File: src/rtl/phased_array_pwm_gen.sv
// phased_array_pwm_gen: multi-channel phase-offset square-wave drive with
// double-buffered phase/period/duty and a wrap-aligned burst gate.
module phased_array_pwm_gen #(
  parameter int NUM_CH = 49,
  parameter int CNT_W = 11,
  parameter int PERIOD_RST = 1250,
  parameter int DUTY_RST = 625,
  parameter int BURST_W = 8,
  localparam int CH_W = NUM_CH > 1 ? $clog2(NUM_CH) : 1
) (
  input  logic               CLK,
  input  logic               RST_N,
  input  logic               en,
  input  logic               cfg_we,
  input  logic [CH_W-1:0]    cfg_ch,
  input  logic [CNT_W-1:0]   cfg_phase,
  input  logic [CNT_W-1:0]   cfg_period,
  input  logic [CNT_W-1:0]   cfg_duty,
  input  logic               cfg_per_we,
  input  logic               commit,
  input  logic [BURST_W-1:0] burst_on,
  input  logic [BURST_W-1:0] burst_off,
  output logic [NUM_CH-1:0]  trans,
  output logic               cycle_start,
  output logic               commit_pend,
  output logic               phase_err
);
  logic [CNT_W-1:0] cnt, per_sh, per_act, duty_sh, duty_act, p;
  logic [CNT_W-1:0] ph_sh [NUM_CH];
  logic [CNT_W-1:0] ph_act [NUM_CH];
  logic [BURST_W-1:0] bcnt;
  logic [NUM_CH-1:0] nxt, bad;
  logic wrap, apply, gate, b_off;
  assign p = per_act < CNT_W'(2) ? CNT_W'(2) : per_act;
  assign wrap = en && cnt == p - 1'b1;
  // A commit lands on the wrap (or at once while stopped) so new values start at cnt=0.
  assign apply = (commit || commit_pend) && (wrap || !en);
  assign gate = burst_on == '0 || !b_off;
  for (genvar i = 0; i < NUM_CH; i++) begin : g_ch
    logic [CNT_W:0] d;
    assign d = cnt >= ph_act[i] ? {1'b0, cnt} - {1'b0, ph_act[i]}
                                : {1'b0, cnt} + {1'b0, p} - {1'b0, ph_act[i]};
    assign bad[i] = ph_act[i] >= p;
    assign nxt[i] = gate && !bad[i] && d < {1'b0, duty_act};
  end
  always_ff @(posedge CLK or negedge RST_N)
    if (!RST_N) begin
      for (int j = 0; j < NUM_CH; j++) begin
        ph_sh[j] <= '0;
        ph_act[j] <= '0;
      end
      per_sh <= CNT_W'(PERIOD_RST);
      per_act <= CNT_W'(PERIOD_RST);
      duty_sh <= CNT_W'(DUTY_RST);
      duty_act <= CNT_W'(DUTY_RST);
    end else begin
      if (cfg_we && {1'b0, cfg_ch} < (CH_W+1)'(NUM_CH)) ph_sh[cfg_ch] <= cfg_phase;
      if (cfg_per_we) begin
        per_sh <= cfg_period;
        duty_sh <= cfg_duty;
      end
      if (apply) begin
        for (int j = 0; j < NUM_CH; j++) ph_act[j] <= ph_sh[j];
        per_act <= per_sh;
        duty_act <= duty_sh;
      end
    end
  always_ff @(posedge CLK or negedge RST_N)
    if (!RST_N) begin
      cnt <= '0;
      trans <= '0;
      cycle_start <= 1'b0;
      commit_pend <= 1'b0;
      phase_err <= 1'b0;
    end else begin
      cnt <= !en || wrap ? '0 : cnt + 1'b1;
      trans <= en ? nxt : '0;
      cycle_start <= en && cnt == '0;
      commit_pend <= !apply && (commit || commit_pend);
      phase_err <= phase_err || |bad;
    end
  // Burst state only moves on wraps, so every driven carrier cycle is complete.
  always_ff @(posedge CLK or negedge RST_N)
    if (!RST_N) begin
      b_off <= 1'b0;
      bcnt <= '0;
    end else if (!en || burst_on == '0) begin
      b_off <= 1'b0;
      bcnt <= '0;
    end else if (wrap) begin
      if (bcnt + 1'b1 >= (b_off ? burst_off : burst_on)) begin
        bcnt <= '0;
        b_off <= !b_off && burst_off != '0;
      end else
        bcnt <= bcnt + 1'b1;
    end
endmodule
File: config.mk
export PLATFORM = sky130hd
export DESIGN_NAME = phased_array_pwm_gen
export DESIGN_NICKNAME = d
export VERILOG_FILES = /design/src/rtl/phased_array_pwm_gen.sv
export SDC_FILE = /design/constraint.sdc
export NUM_CORES = 2
export LEC_CHECK = 0
export BUFFER_PORTS_ARGS = -buffer_cell sky130_fd_sc_hd__buf_4
export CELL_PAD_IN_SITES_DETAIL_PLACEMENT = 1
export CELL_PAD_IN_SITES_GLOBAL_PLACEMENT = 1
export CORE_UTILIZATION = 26
export CTS_CLUSTER_SIZE = 16
export DETAILED_ROUTE_END_ITERATION = 8
export HOLD_SLACK_MARGIN = 0.02
export PLACE_DENSITY_LB_ADDON = 0.12
export SYNTH_ARGS = -nofsm -noshare
export SYNTH_HDL_FRONTEND = slang
export SYNTH_SLANG_ARGS = --single-unit
File: constraint.sdc
create_clock -name CLK -period 11.6 [get_ports CLK]
set_input_delay 2.32 -clock CLK [delete_from_list [all_inputs] [get_ports CLK]]
set_output_delay 2.32 -clock CLK [all_outputs]
set_load 0.005 [all_outputs]
==> results.tsv <==
metric	value	unit
R2R Setup Slk	3400	ps
worst-path cell chain	or4_1, nand3b_1, and2_4, ha_1, inv_1, fa_4, buf_4, buf_4, fa_1, nor2b_1, o21ai_0, a21boi_0, o21ai_0, a21oi_1, o21a_1, o21a_1, o21a_1, o31ai_1, ha_1, nand3_1, nor3_1, a2111oi_0, o21ai_0, a2111oi_0	
Chip Height	671	µm
Worst Reg2Reg Path Length in Cells	24	
HP Class	reg -> reg	
Root Buffer	clkbuf_16	
Net Sw Power	0.0138	W
die area	451000	µm²
Worst EP required	12340	ps
routability cong.	0.859	
GR Overflow Total	0	
post-synth net total	15500	
# hold bufs at CTS	0	
pin slew with the least headroom to its limit	1270	ps
CTS tree	built	
Arr. time, crit path	8940	ps
final setup TNS	0	ps
CTS sink cnt	1194	
final setup margin	3400	ps
fillers	51700	
std cell rows	245	
number of synthesized flops with an enable pin	0	
Max Cap Violations	0	
Layout Nets	15600	
initial antenna violation count	80	
critical path class	reg -> reg	
synth warn	0	
vias in the first global route	109000	
Tmin final	8200	ps
setup bufs post-CTS	0	
Yosys reg bits	1194	
post-cts repair resize count	0	
H-tree Lvls	4	
layout cells sized above 1	10.1	%
via count	103000	
Synth area leaders	dfrtp_1 (25%), ha_1 (23%), mux2_2 (5.8%), o21ai_0 (4.5%), a21oi_1 (4.2%)	
Worst setup SP type	register	
final slew viol count	0	
WP depth	24	
area leader, netlist	dfrtp_1	
ys flop type	dfrtp_1	
DRC viols	0	
Overall Global Routing Usage	23.5	%
sequential power share	18.2	%
leakage power	60.8	nW
WL/cell	28.0	µm
slew margin rel.	14.6	%
Hold Fails Final Rpt	0	
first-pass GRT wire length	779	mm
hold path start	ph_sh[164]	
Crit. Startpoint	per_act[5]	
crit path max-delay cell type	fa_4	
Post-synth ARST share	100	%
WHS Path Cells	2	
unrepaired setup endpoints after global routing	no	
P&R area growth vs syn	12.9	%
CP delay by family, top	compound AO/OA/AOI/OAI gates	
Synth top cells by count	ha_1 (2130), nand2_1 (1286), dfrtp_1 (1174)	
Critical Path Fanout Max	21	
Iteration-0 DRC Markers	5962	
FMAX	122	MHz
Finish-stage setup viols	0	
cells after synthesis	13200	
# IOs	113	
most instantiated library cell after synthesis	ha_1	
clk buf depth	4	
Switching Share	47.2	%
synthesized area	116000	µm²
Die X	671	µm
clock slew at reported path FFs	60	ps
input/output buffers	112	
skew final	46.7	ps
starting density of the core	26.1	%
WL final	543	mm
post-synth top area share	25.2	%
Clock power frac	19.6	%
Via density	5.31	
CP Capture Type	register	
Buf/Inv on CP	3	
core region area	446000	µm²
Cell Int Power	0.0154	W
worst r2r src	per_act[5]	
Final Cycle Share	70.7	%
Comb pwr share	62.3	%
DRT Pass-1 Iters	5	
post-synthesis sequential area ratio	25.7	%
clk_lat worst skew	910	ps
Max IR drop VDD	0.125	mV
status	finished, final reports clean	
dpl hpwl	370	mm
largest net degree at the start of global routing	188	
number of CTS-inserted buffers	173	
pre-CTS setup slack	3440	ps
pwr dens	223	nW/µm²
DRT antenna net count	0	
slowest stage delay, CP	1040	ps
Mean Syn Cell Area	8.83	µm²
Synth cell types	78	
==> power groups by stage <==
stage          combinational [W]  clock (W)  sequential [W]
3_3_place_gp              0.0177          0         0.00538
6_report                  0.0182    0.00573         0.00532
2_1_floorplan             0.0124          0         0.00517
4_1_cts                   0.0183    0.00591         0.00533
5_1_grt                   0.0203    0.00603         0.00540
3_5_place_dp              0.0181          0         0.00540
==> placed cells by master (no fill, tap or decap), types with 65 or more instances in the layout <==
cell and n:
ha_1 2130, nand2_1 1285, dfrtp_1 1164, o21ai_0 1041, a21oi_1 970, inv_1 850, nor2_1 618, mux2_2 595
xnor2_1 534, a21o_1 456, o21ai_1 311, buf_4 291, xor2_1 243, nor3_1 221, nand2b_1 217, nand3_1 209
o21a_1 207, nor2b_1 205, clkbuf_16 176, nand4_1 125, o21bai_1 99, fa_1 98, a211oi_1 97, o31ai_1 86
a31oi_1 85, a21boi_0 85, mux2i_1 83, or3_1 65
==> sequential cells by signal, indices dropped and copies added (netlist names) <==
signal and flops:
trans 49, bcnt 8, ph_act 539, b_off 1, duty_act 11, duty_sh 11
cnt 11, cycle_start 1, ph_sh 539, per_sh 11, commit_pend 1, per_act 11
phase_err 1
==> layer usage <==
metal | track usage (%) | part of all wire (%)
met5 | 0 | 0.0037
met4 | 6.81 | 3.1
met3 | 1.75 | 3.5
met2 | 40.0 | 47
met1 | 31.8 | 46
==> tightest hold or removal path, cell delays in order, from the launching register on <==
cell	delay [ps]
dfrtp_1	330
nand2_1	50
o21ai_0	60
==> per-stage QoR <==
step | cell area (µm²) | util [%] | cells | hold slack [ps] | total power (W)
floorplan | 116000 | - | 13200 | 443 | 0.0176
global route | 131000 | 29.5 | 19400 | 458 | 0.0318
detailed placement | 125000 | 28.2 | 19100 | 460 | 0.0235
global placement | 125000 | 28.2 | 19100 | 452 | 0.0230
finish | 131000 | 29.5 | 19400 | 443 | 0.0293
CTS | 131000 | 29.5 | 19400 | 435 | 0.0295
==> area by class of cell <==
type,count,area [µm²],share of cell area [%]
multi-input cells,10800,81900,62.3
clock inverters,77,1050,0.799
repair buffers,328,2840,2.16
diodes,26,65.1,0.0495
clock buffers,228,4840,3.68
well taps,5928,7420,5.64
inverters,874,3400,2.59
flip-flops and latches,1194,29900,22.8
==> cells by family (layout without fill, tap and decap cells) <==
logic type | count (synthesis) | count (layout) | synth area share [%]
mux | 678 | 678 | 6.47
buf+inv | 1229 | 1507 | 4.20
compound gates | 3872 | 3872 | 20.4
flops | 1194 | 1194 | 25.7
fa+ha+maj | 2229 | 2229 | 24.6
xor+xnor | 782 | 782 | 5.88
other cells | 0 | 26 | 0
simple gates | 3206 | 3206 | 12.8
==> worst paths after layout <==
kind / end
min in group asynchronous: ph_sh[415]
min: ph_act[164]
max reg2reg: trans[4]
max in group asynchronous: ph_act[162]
min reg2reg: ph_act[164]
max: trans[4]
(Power assumes the default switching activity.)
